[src/rtl/trace_monitor.sv]
// trace_monitor
//   Captures the program counter whenever any enabled trigger channel fires.
//   Each entry holds the PC, a cycle-count timestamp and the index of the
//   lowest asserted trigger channel. Entries go into a first-word-fall-through
//   FIFO, so the oldest entry is always presented on rd_*. A free-running
//   cycle counter drives a sticky timeout flag.
//
// Parameters
//   XLEN       width of the captured PC
//   DEPTH      FIFO entries (power of 2, >= 2)
//   NUM_TRIG   number of trigger channels (>= 1)
//   TS_WIDTH   timestamp / cycle counter width
//   MAX_CYCLES cycle count at which timeout sets
//   MODE       0 = drop new captures when full, 1 = overwrite oldest entry
//
// Ports
//   clk, rst   clock and synchronous active-high reset (highest priority)
//   en, clr    capture enable; synchronous clear of FIFO, flags and counter
//   trig, pc   per-channel trigger strobes and the PC sampled on capture
//   rd_en      pop the head entry (ignored while empty)
//   rd_valid, rd_pc, rd_ts, rd_src   head entry, valid while non-empty
//   count      occupancy 0..DEPTH
//   overflow   sticky: a capture was dropped or an entry overwritten
//   cycle_cnt, timeout   free-running counter and sticky timeout flag
module trace_monitor #(
  parameter int unsigned XLEN       = 32,
  parameter int unsigned DEPTH      = 16,
  parameter int unsigned NUM_TRIG   = 2,
  parameter int unsigned TS_WIDTH   = 32,
  parameter int unsigned MAX_CYCLES = 200000,
  parameter int unsigned MODE       = 0,
  localparam int unsigned SRC_W     = (NUM_TRIG > 1) ? $clog2(NUM_TRIG) : 1,
  localparam int unsigned PTR_W     = $clog2(DEPTH),
  localparam int unsigned CNT_W     = $clog2(DEPTH) + 1
) (
  input  logic                clk,
  input  logic                rst,
  input  logic                en,
  input  logic                clr,
  input  logic [NUM_TRIG-1:0] trig,
  input  logic [XLEN-1:0]     pc,
  input  logic                rd_en,
  output logic                rd_valid,
  output logic [XLEN-1:0]     rd_pc,
  output logic [TS_WIDTH-1:0] rd_ts,
  output logic [SRC_W-1:0]    rd_src,
  output logic [CNT_W-1:0]    count,
  output logic                overflow,
  output logic [TS_WIDTH-1:0] cycle_cnt,
  output logic                timeout
);

  localparam logic [TS_WIDTH-1:0] LAST_CYCLE = TS_WIDTH'(MAX_CYCLES - 1);
  localparam logic [CNT_W-1:0]    FULL_CNT   = CNT_W'(DEPTH);

  // Entry storage; not reset, since the pointers and count define validity.
  logic [XLEN-1:0]     pc_mem_q  [DEPTH];
  logic [TS_WIDTH-1:0] ts_mem_q  [DEPTH];
  logic [SRC_W-1:0]    src_mem_q [DEPTH];

  logic [PTR_W-1:0]    wr_ptr_q, wr_ptr_d;
  logic [PTR_W-1:0]    rd_ptr_q, rd_ptr_d;
  logic [CNT_W-1:0]    count_q, count_d;
  logic                overflow_q, overflow_d;
  logic [TS_WIDTH-1:0] cycle_cnt_q, cycle_cnt_d;
  logic                timeout_q, timeout_d;

  logic                capture;
  logic                pop;
  logic                full;
  logic                mem_we;
  logic [SRC_W-1:0]    src_sel;

  // Lowest-index asserted trigger wins: scan from the top down so the
  // lowest set bit is the last assignment.
  always_comb begin
    src_sel = '0;
    for (int unsigned i = NUM_TRIG; i > 0; i--) begin
      if (trig[i-1]) src_sel = SRC_W'(i - 1);
    end
  end

  always_comb begin
    capture     = en && (|trig);
    full        = (count_q == FULL_CNT);
    pop         = rd_en && (count_q != '0);

    wr_ptr_d    = wr_ptr_q;
    rd_ptr_d    = rd_ptr_q;
    count_d     = count_q;
    overflow_d  = overflow_q;
    mem_we      = 1'b0;
    cycle_cnt_d = cycle_cnt_q + TS_WIDTH'(1);
    timeout_d   = timeout_q || (cycle_cnt_q == LAST_CYCLE);

    if (clr) begin
      wr_ptr_d    = '0;
      rd_ptr_d    = '0;
      count_d     = '0;
      overflow_d  = 1'b0;
      cycle_cnt_d = '0;
      timeout_d   = 1'b0;
    end else begin
      if (pop) rd_ptr_d = rd_ptr_q + PTR_W'(1);

      if (capture) begin
        if (!full || pop) begin
          // When full with a pop, wr_ptr equals the old head slot, which the
          // pop frees this same edge: pop-then-store without losing order.
          mem_we   = 1'b1;
          wr_ptr_d = wr_ptr_q + PTR_W'(1);
        end else if (MODE == 1) begin
          // Overwrite the oldest entry and advance the head past it.
          mem_we     = 1'b1;
          wr_ptr_d   = wr_ptr_q + PTR_W'(1);
          rd_ptr_d   = rd_ptr_q + PTR_W'(1);
          overflow_d = 1'b1;
        end else begin
          overflow_d = 1'b1;
        end
      end

      if (capture && !full && !pop) begin
        count_d = count_q + CNT_W'(1);
      end else if (pop && !capture) begin
        count_d = count_q - CNT_W'(1);
      end
    end
  end

  always_ff @(posedge clk) begin
    if (rst) begin
      wr_ptr_q    <= '0;
      rd_ptr_q    <= '0;
      count_q     <= '0;
      overflow_q  <= 1'b0;
      cycle_cnt_q <= '0;
      timeout_q   <= 1'b0;
    end else begin
      wr_ptr_q    <= wr_ptr_d;
      rd_ptr_q    <= rd_ptr_d;
      count_q     <= count_d;
      overflow_q  <= overflow_d;
      cycle_cnt_q <= cycle_cnt_d;
      timeout_q   <= timeout_d;
    end
  end

  always_ff @(posedge clk) begin
    if (!rst && mem_we) begin
      pc_mem_q[wr_ptr_q]  <= pc;
      ts_mem_q[wr_ptr_q]  <= cycle_cnt_q;
      src_mem_q[wr_ptr_q] <= src_sel;
    end
  end

  assign rd_valid  = (count_q != '0);
  assign rd_pc     = pc_mem_q[rd_ptr_q];
  assign rd_ts     = ts_mem_q[rd_ptr_q];
  assign rd_src    = src_mem_q[rd_ptr_q];
  assign count     = count_q;
  assign overflow  = overflow_q;
  assign cycle_cnt = cycle_cnt_q;
  assign timeout   = timeout_q;

endmodule

[config.mk]
export PLATFORM = sky130hd
export DESIGN_NAME = trace_monitor
export DESIGN_NICKNAME = d
export VERILOG_FILES = /design/src/rtl/trace_monitor.sv
export SDC_FILE = /design/constraint.sdc
export NUM_CORES = 1
export LEC_CHECK = 0
export ABC_AREA = 0
export ABC_CLOCK_PERIOD_IN_PS = 7800
export CORE_UTILIZATION = 55
export CTS_BUF_LIST = sky130_fd_sc_hd__clkbuf_4 sky130_fd_sc_hd__clkbuf_8
export DETAILED_ROUTE_END_ITERATION = 12
export PLACE_DENSITY_LB_ADDON = 0.1
export REMOVE_ABC_BUFFERS = 1
export SETUP_SLACK_MARGIN = 0.1
export SLEW_MARGIN = 20
export SYNTH_ARGS = -nofsm -noshare
export SYNTH_HDL_FRONTEND = slang
export SYNTH_SLANG_ARGS = --single-unit
[constraint.sdc]
create_clock -name clk -period 7.8 [get_ports clk]
set_input_delay 1.17 -clock clk [delete_from_list [all_inputs] [get_ports clk]]
set_output_delay 1.17 -clock clk [all_outputs]
set_load 0.02 [all_outputs]
# Word-level counts from Yosys, hierarchy flattened
# Memory sizes are Yosys's and may differ from the RTL's. A register that Yosys moved wholly into a read port is not among the register bits.
# Index checks and enable logic that the tools add are counted.
# op_classes
n_bitwise	1
reduce_logical	18
mux	15
eq_ne	2
addsub	5
# op_table
cell	n
32-bit by 1-bit adder with 32-bit output, second input constant	1
32-bit by 18-bit equality test with 1-bit output, second input constant	1
4-bit two-way mux	6
5-bit two-way mux	2
4-bit by 1-bit adder with 4-bit output, second input constant	2
1-bit two-way mux	7
1-bit logical AND	6
5-bit by 1-bit adder with 5-bit output, second input constant	1
5-bit equality test, second input constant	1
5-bit nonzero test	1
5-bit by 1-bit subtractor with 5-bit output, second input constant	1
1-bit logical NOT	4
2-bit AND reduction	2
2-bit OR reduction	2
1-bit logical OR	2
2-bit nonzero test	1
1-bit inverter	1
# totals
memories	3
output_inout_bits	105
mem_bits_rw	1040
word_cells	50
in_bits	39
register_bits	47
# memory_table
name	depth	word_bits	read_ports	rd_ports_with_merged_regs	write_ports	line_no	rtl
pc_mem_q	16	32	1	1	1	57	logic [XLEN-1:0] pc_mem_q [DEPTH];
ts_mem_q	16	32	1	1	1	58	logic [TS_WIDTH-1:0] ts_mem_q [DEPTH];
src_mem_q	16	1	1	1	1	59	logic [SRC_W-1:0] src_mem_q [DEPTH];

# Logic depth before layout (Yosys ltp)
# Gate-level depths: netlist of the first run.
# depth
word_depth	9
ltp_mapped	9
ltp_nobuf	8

# Worst setup path after synthesis of the first run
# Ideal clock, no wire load.
# synth_timing
path_kind	in2reg
start	in rd_en
end	mem pc_mem_q[2][0] (enable)
path_slack_ps	733
n_path_buf	1
t_required_ps	7232
arrival_time_ps	6499
cell_stages	5
setup_time_ps	568
cell_sequence	clkbuf_1 -> nor2b_1 -> a211oi_1 -> nand2_1 -> nor3_1
# synth_between
elab_chain_len	8
# synth_rtl
item	line_no	rtl
from (decl)	42	input logic rd_en,
1-bit logical AND	86	pop = rd_en && (count_q != '0);
1-bit logical OR	107	if (!full || pop) begin
1-bit two-way mux	107	
1-bit two-way mux	106	if (capture) begin
1-bit two-way mux	96	if (clr) begin
1-bit logical AND	150	if (!rst && mem_we) begin
1-bit two-way mux	150	
1-bit two-way mux (not written as such)	151	pc_mem_q[wr_ptr_q] <= pc;
to (decl)	57	
# No other way between the ends.

==> results of run 1 <==
==> cells in the mapped netlist (11+ instances only) <==
library cell,number,area [um^2]
sky130_fd_sc_hd__a21oi_1,23,115.1
sky130_fd_sc_hd__xor2_1,14,122.6
sky130_fd_sc_hd__edfxtp_1,1040,31230
sky130_fd_sc_hd__dfxtp_1,51,1021
sky130_fd_sc_hd__nand2_1,17,63.81
sky130_fd_sc_hd__o21ai_0,12,60.06
sky130_fd_sc_hd__buf_2,35,175.2
sky130_fd_sc_hd__buf_1,11,41.29
sky130_fd_sc_hd__or4_1,11,82.58
sky130_fd_sc_hd__nor2_1,37,138.9
sky130_fd_sc_hd__mux4_2,325,7320
sky130_fd_sc_hd__clkbuf_1,41,153.9
sky130_fd_sc_hd__nand3_1,14,70.07
==> layout make-up <==
class / instances / area (um^2)
clock inverter: 75 / 486.7
fill: 4848 / 26910
tap: 969 / 1212
inverter: 10 / 37.54
clock buffer: 229 / 2795
timing repair buffer: 189 / 1846
sequential: 1091 / 32270
multi-input combinational: 556 / 8892
antenna: 1 / 2.502
==> report_power, final <==
part	internal (mW)	total (mW)	switching [mW]	leakage [nW]
clock	2.47	4.61	2.15	1.71
sequential	6.38	6.40	0.0209	9.50
combinational	0.213	0.432	0.219	2.81
total	9.06	11.4	2.39	14.0
==> through the flow <==
stage	setup WS, ns	util [%]	cells
6_report	2.345	63.86	3120
5_1_grt	2.119	63.86	3120
4_1_cts	2.244	63.85	3119
3_5_place_dp	2.812	59.44	2815
3_3_place_gp	2.877	59.42	2815
2_1_floorplan	-5.179	-	1657
==> per-layer routing <==
layer,up-vias,global-route usage [%]
met5,-,0
met3,119,5.645
met1,10360,35.84
met2,769,37.62
met4,0,7.549
li1,8107,-
==> state kept, by name (all words and copies together), names as in the netlist, named ones only <==
| signal | flops |
|---|---|
| wr_ptr_q | 4 |
| ts_mem_q | 512 |
| cycle_cnt | 32 |
| pc_mem_q | 512 |
| rd_ptr_q | 4 |
| count | 5 |
| src_mem_q | 16 |
| timeout | 1 |
| overflow | 1 |
==> logic make-up (layout without fill, tap and decap cells) <==
| group | count (synthesis) | after routing | share of synthesized area, % |
|---|---|---|---|
| buffers and inverters | 98 | 503 | 1.011 |
| muxes | 328 | 328 | 17.73 |
| AOI/OAI and AO/OA | 64 | 64 | 0.9629 |
| adders and majority gates | 10 | 10 | 0.3200 |
| and+or+nand+nor | 135 | 135 | 1.766 |
| DFF | 1091 | 1091 | 77.81 |
| other | 0 | 1 | 0 |
| xor gates and xnor gates | 19 | 19 | 0.4015 |
==> cells in the final DEF (no fill, tap or decap), types with 9 or more instances in the layout <==
master | synthesis | layout
sky130_fd_sc_hd__buf_4 | 0 | 37
sky130_fd_sc_hd__dfxtp_1 | 51 | 47
sky130_fd_sc_hd__or4_1 | 11 | 11
sky130_fd_sc_hd__inv_1 | 9 | 9
sky130_fd_sc_hd__clkinv_2 | 0 | 12
sky130_fd_sc_hd__o31ai_1 | 10 | 10
sky130_fd_sc_hd__ha_1 | 9 | 9
sky130_fd_sc_hd__clkinv_1 | 0 | 43
sky130_fd_sc_hd__a21oi_1 | 23 | 23
sky130_fd_sc_hd__nor2_1 | 37 | 25
sky130_fd_sc_hd__nand3_1 | 14 | 14
sky130_fd_sc_hd__nor2_4 | 0 | 12
sky130_fd_sc_hd__edfxtp_1 | 1040 | 1040
sky130_fd_sc_hd__clkbuf_8 | 0 | 172
sky130_fd_sc_hd__clkdlybuf4s50_1 | 0 | 143
sky130_fd_sc_hd__clkbuf_4 | 0 | 57
sky130_fd_sc_hd__nand2_1 | 17 | 17
sky130_fd_sc_hd__o21ai_0 | 12 | 12
sky130_fd_sc_hd__xor2_1 | 14 | 14
sky130_fd_sc_hd__mux4_2 | 325 | 325
==> critical path: stages, from the launching register on <==
cell	delay, ns
sky130_fd_sc_hd__dfxtp_4	0.93
sky130_fd_sc_hd__buf_12	0.44
sky130_fd_sc_hd__mux4_2	0.66
sky130_fd_sc_hd__mux4_2	0.54
sky130_fd_sc_hd__clkdlybuf4s50_1	0.57
==> worst max path at each step <==
| stage | startpoint | slack, ns | cells past startpoint | endpoint |
|---|---|---|---|---|
| 2_1_floorplan | flop | -5.18 | 2 | rd_pc[0] |
| 3_3_place_gp | clr | 2.88 | 7 | pc_mem_q[14][2] |
| 3_5_place_dp | clr | 2.81 | 7 | pc_mem_q[14][19] |
| 4_1_cts | flop | 2.24 | 4 | rd_pc[0] |
| 5_1_grt | flop | 2.12 | 4 | rd_pc[0] |
| 6_report | flop | 2.34 | 4 | rd_ts[23] |
==> results by stage, run 1 <==
Yosys:
- The number of storage elements in the synthesis netlist is around 1100.
- The proportion of register bits with asynchronous set or reset after synthesis is 0%.
- The synthesized netlist contains between 40 and 50 unique library cells.
- The cell count after synthesis came out at 1745.
- After synthesis the cells add up to ~41000 um^2.
- For this run, the number of Yosys warnings is 0.
- The number of enable-type register cells in the synthesized netlist is 1040.
- The commonest register cell after synthesis is sky130_fd_sc_hd__edfxtp_1.
- Sequential elements use just under 80% of the synthesized area.
- The per-instance average area after synthesis is roughly 24 um^2.

Min path:
- The hold path depth is 1.
- In this run the most critical hold path is launched from timeout.
- The path class of the tightest hold or removal check is flop to flop.
- The path with the worst hold slack has its endpoint at timeout.

Final layout:
- The area growth from synthesis to layout is 14.69%.
- The net count of the finished layout is a little over 2000.
- The post-route netlist has a little under a third of its cells at a drive strength greater than 1.
- The final design area excluding fillers is roughly 48000 um^2.

Critical path:
- The worst setup path is captured at an output pin.
- STA classifies the critical path startpoint as a flop.
- The highest net fanout along the worst path is 74.
- The required time at the endpoint of the critical path is around 6.6 ns.
- The classification of the worst setup path is flop to output pin.
- The worst register-to-register path begins at count[1].
- The count of cells along the worst register-to-register path is 6.
- The setup check on the worst reg-to-reg path leaves a slack of 4.26 ns.
- In this run the critical register-to-register path is captured at pc_mem_q[14][2].
- The data arrival time of the worst path is approximately 4.3 ns.

Routing:
- The via total after detailed routing is around 19000.
- The post-detailed-route wirelength per cell is about 29 um.
- After detailed routing, the number of remaining DRC violations is 0.
- Summed over all layers, the routed wires come to 90.86 mm.
- The met1 wire length is ~39 mm.
- The iteration-0 DRC count of the detailed router is slightly above 2000.
- The topmost layer with routed signal wires is met4.
- For this run, the detailed router's first-pass iteration total came to 6.
- The routed length on met2 is ~44 mm.
- Dividing the detail-routed via count by the number of cells gives between 6 and 7.
- The count of nets left with antenna violations once routing finished came out at 0.
- The routed length on met3 is around 6.7 mm.

GRT:
- The leftover overflow at the end of global routing is 0.
- In the global route stage, overall resource usage came out at between 20 and 25%.
- The number of global-route vias before repair is approximately 20000.
- The number of antenna violations at the first check in global routing is 1.
- The maximum number of pins on one net before global-route repair is 150.
- The first global-routing pass estimated ~130 mm of wire.

Pwr:
- The power after layout is about 11 mW.
- The leakage power is approximately 14 nW.
- The highest ir drop seen on vdd is about 0.13 mV.
- In this run the power density over the cells is 240.9 nW/um^2.

Clock tree:
- The CTS buffer count is 169.
- The sink count of the clock tree is about 1100.
- The number of hold buffers added after CTS is 0.
- The longest clock path from root to sink contains 3 buffers.
- In this run the post-CTS setup repair buffer count came out at 0.
- TritonCTS built the clock tree.
- The number of gates resized after cts is 0.
- The clock tree synthesis step divided the H-tree into 4 levels.
- The CTS root buffer is sky130_fd_sc_hd__clkbuf_8.
- The clock-pin slew on the worst setup and hold paths is 0.07 ns.
- The clock latency on the worst-skew pair is 0.81 ns.

Placement:
- The detailed placer's ending HPWL is roughly 48 mm.
- In this run the cell area measured after placement is around 44000 um^2.
- The placer's final routability congestion estimate is between 0.7 and 0.8.
- The count of buffers added on input and output ports is roughly 140.

Floorplanning:
- Once the floorplan was initialized, standard cells occupied a little under three fifths of the core.
- The die area is 76470 um^2.
- After floorplanning, the core was sized to cover roughly 74000 um^2.
- In this run the count of I/O pins placed on the die edge is about 140.
- Row generation in the floorplan step produced 100 rows.
- The vertical die dimension is 276.5 um.
- The die is 276.5 um wide.

Flow run:
- The number of max-cap violations is 0.

Timing:
- The peak clock frequency supported by timing is 183.3 MHz.
- Summed over all failing endpoints, the final setup total negative slack is 0 ns.
- On the final layout, the worst clock skew is between 0.03 and 0.04 ns.
- The clock period minus worst slack is roughly 5.5 ns.
- The share of the cycle needed by the critical path after routing is between 60% and 70%.
- The total count of hold-check failures in the final report was 0.
- The worst hold margin is 0.4725 ns.
- Setup repair after global routing left no endpoint under its margin.
- The number of failing setup endpoints in the final timing report is 0.
- At the pin with the least slew margin, the transition time is 1.162 ns.
- The max-slew violation total from the final report is 0.
- Measured against its own limit, the worst slew margin works out to 22.55%.

Run status:
- The flow ran to the end, and the final reports show no timing, DRC or antenna violations.
Power figures use the tool's default switching activity.
==> inputs of run 2 (changes only) <==
--- a/config.mk
+++ b/config.mk
@@ -6,7 +6,7 @@
 export NUM_CORES = 1
 export LEC_CHECK = 0
 export ABC_AREA = 0
-export ABC_CLOCK_PERIOD_IN_PS = 7800
+export ABC_CLOCK_PERIOD_IN_PS = 4800
 export CORE_UTILIZATION = 55
 export CTS_BUF_LIST = sky130_fd_sc_hd__clkbuf_4 sky130_fd_sc_hd__clkbuf_8
 export DETAILED_ROUTE_END_ITERATION = 12
==> constraint.sdc (replaced) <==
create_clock -name clk -period 4.8 [get_ports clk]
set_input_delay 0.72 -clock clk [delete_from_list [all_inputs] [get_ports clk]]
set_output_delay 0.72 -clock clk [all_outputs]
set_load 0.02 [all_outputs]
==> run 2 against run 1 <==
  * First-iteration DRC count fell by 7.2%
  * Count of clock-buffer cells in the layout grew 30
  * Final cell count up 0.51%
  * Design area up 0.92%
  * Hold slack improved by 0.0053 ns
  * Critical path type unchanged
==> results by stage, run 2 (synthesis gave the netlist of run 1 again) <==
Run status:
- The flow ran to the end, and the final reports show no timing, DRC or antenna violations.

Timing:
- The number of failing setup endpoints in the final timing report was 0 (unchanged).
- The transition time of the tightest slew-check pin is 0.8316 ns (-0.3301 ns).
- Based on the critical path, the design can be clocked at up to 225.1 MHz.
- The final critical path takes up between 90 and 100% of the cycle.
- The total count of hold-check failures in the final report came to 0 (unchanged).
- The setup slack of the critical path after layout is 0.3566 ns (-1.988 ns).
- The relative slew slack is 44.10% (+22 points).
- The max-slew violation total from the final report is 0 (unchanged).
- Counting I/O delays and the setup requirement, the final critical path takes 4.443 ns.
- Setup repair after global routing left no endpoint under its margin.
- The setup skew after layout came to 0.03163 ns (-0.007133 ns).

Pwr:
- The combinational power share is 3.7% (about the same).
- The fraction of power consumed by the clock network is 40.6% (+0.3 points).
- The leakage power came to 14.24 nW (+1.6%).
- The switching share of total power was 20.30% (-0.56 points).
- The internal cell power came to 14.88 mW (+64%).
- The sequential share of power came to 55.7% (-0.2 points).
- The highest ir drop seen on vdd was 0.1912 mV (+49%).
- The net switching power of the design is 3.791 mW (+59%).
- The power density over cell area is 389.2 nW/um^2 (+62%).

Clock tree:
- The CTS buffer count came to 172 (+1.8%).
- The number of gates resized after cts is 0 (unchanged).
- The CTS root buffer is sky130_fd_sc_hd__clkbuf_8.
- The number of hold buffers added after CTS is 0 (unchanged).
- The clock-pin slew on the worst setup and hold paths is 0.06 ns (about the same).
- The number of buffers added for setup after CTS is 0 (unchanged).
- The maximum clock insertion buffer count is 3 (unchanged).
- TritonCTS built the clock tree.
- The sink count of the clock tree came to 1091 (unchanged).
- The clock latency on the worst-skew pair is 0.81 ns (about the same).
- The number of H-tree branching levels came to 4 (unchanged).

Routing:
- The iteration-0 DRC count of the detailed router is 1887 (-7.2%).
- The number of vias per cell is 6.208 (about the same).
- The number of detailed-routing iterations run before antenna repair was 5 (-1).
- The final routed wirelength across all metal layers is 89.43 mm (-1.6%).
- The count of antenna-violating nets left after detailed routing is 0 (unchanged).
- The via total after detailed routing came to 19470 (+0.60%).
- The remaining routing DRC violations is 0 (unchanged).
- The post-detailed-route wirelength per cell came to 28.52 um (-2.1%).

Critical path:
- The element type at the critical path end is an output pin.
- STA classifies the critical path startpoint as a flop.
- The classification of the worst setup path is flop to output pin.
- The data arrival time of the worst path is 3.72 ns (-0.57 ns).
- The required time at the endpoint of the critical path is 4.08 ns (-2.55 ns).
- The highest net fanout along the worst path came to 30 (-59%).

Placement:
- The detailed placer's ending HPWL is 41.97 mm (-12%).
- The placer's final routability congestion estimate came to 0.7795 (+0.84%).
- The total of buffers placed on input and output ports is 143 (unchanged).
- The minimum setup slack after placement was 1.113 ns (-1.699 ns).
- The placed instance area was 44600 um^2 (+0.79%).

GRT:
- The number of global-route vias before repair was 20410 (+0.17%).
- The maximum number of pins on one net before global-route repair was 66 (-56%).
- The number of antenna violations at the first check in global routing is 3 (+2).
- The combined global-route utilization of all metal layers came to 24.00% (-0.59 points).
- The wire length of the first global-routing pass was 132.1 mm (-2.1%).
- The leftover overflow at the end of global routing is 0 (unchanged).

Final layout:
- The library cells used most frequently in the layout, excluding fill and tap cells, are 1040 x sky130_fd_sc_hd__edfxtp_1, 325 x sky130_fd_sc_hd__mux4_2, 184 x sky130_fd_sc_hd__clkbuf_8.
- Leaving out fill and tap cells, the most frequent cell in the layout is sky130_fd_sc_hd__edfxtp_1.
- The share of cells above drive strength 1 was 31.61% (+0.86 points).
- The footprint of the multi-input gates is 8892 um^2 (unchanged).
- The layout filler cell count came to 4863 (+0.31%).
- The final design area excluding fillers is 47970 um^2 (+0.92%).
- The sequential cell area in the final layout is 32270 um^2 (unchanged).
- The area growth from synthesis to layout is 15.74%.
- The number of nets in the final layout is 2075 (+0.44%).

Min path:
- The path class of the tightest hold or removal check is flop to flop.

Floorplanning:
- The number of placement rows is 100 (unchanged).
- The horizontal extent of the die was 276.5 um (unchanged).
- The total core area is 74450 um^2 (unchanged).
- The starting density of the core is 55.68% (unchanged).
- The vertical die dimension is 276.5 um (unchanged).
- The number of top-level pins is 144 (unchanged).
- The die area is 76470 um^2 (unchanged).

Flow run:
- The number of max-cap violations is 0 (unchanged).
==> run 2: critical path, cell delays in order (launching register included) <==
cell and delay, ns:
sky130_fd_sc_hd__dfxtp_4 0.64, sky130_fd_sc_hd__buf_4 0.59, sky130_fd_sc_hd__mux4_2 0.57, sky130_fd_sc_hd__mux4_2 0.54, sky130_fd_sc_hd__clkdlybuf4s50_1 0.56
==> run 2: final timing paths <==
check	from	to	slack [ns]	cells past startpoint
worst min-delay path	timeout	timeout	0.48	1
worst max register to register	cycle_cnt[3]	cycle_cnt[31]	1.80	4
worst min register to register	timeout	timeout	0.48	1
worst max-delay path	flop	rd_ts[13]	0.36	4
==> run 2: power groups by stage <==
stage | Sequential, mW | Combinational [mW] | Clock (mW)
2_1_floorplan | 10.7 | 0.494 | 0
3_3_place_gp | 10.6 | 0.686 | 0
3_5_place_dp | 10.6 | 0.698 | 0
4_1_cts | 10.4 | 0.700 | 7.75
5_1_grt | 10.4 | 0.740 | 8.16
6_report | 10.4 | 0.687 | 7.58
==> run 2: final cells by class <==
cell class                 count  area share [%]
clock buffer                 259           6.452
clock inverter                53          0.5529
antenna                        3         0.01565
inverter                      10         0.07824
tap                          969           2.527
multi-input combinational    556           18.54
timing repair buffer         195           4.580
sequential                  1091           67.26
==> run 2: stage by stage <==
stage	hold WS, ns	setup TNS [ns]	utilization [%]	instances	total power [mW]
after global routing	0.5105	0	64.44	3136	19.30
after detailed placement	0.4644	0	59.91	2821	11.29
after global placement	0.4582	0	59.91	2821	11.28
after floorplan	0.4902	-1258.86	-	1657	11.16
after CTS	0.4848	0	64.43	3133	18.85
final	0.4778	0	64.44	3136	18.67
==> run 2: layer usage <==
| metal | part of all wire (%) | up-vias | GRT usage [%] |
|---|---|---|---|
| li1 | - | 8122 | - |
| met1 | 41 | 10460 | 34.42 |
| met2 | 49 | 753 | 37.28 |
| met3 | 7.6 | 131 | 5.493 |
| met4 | 1.9 | 2 | 7.449 |
| met5 | 0.015 | - | 0 |
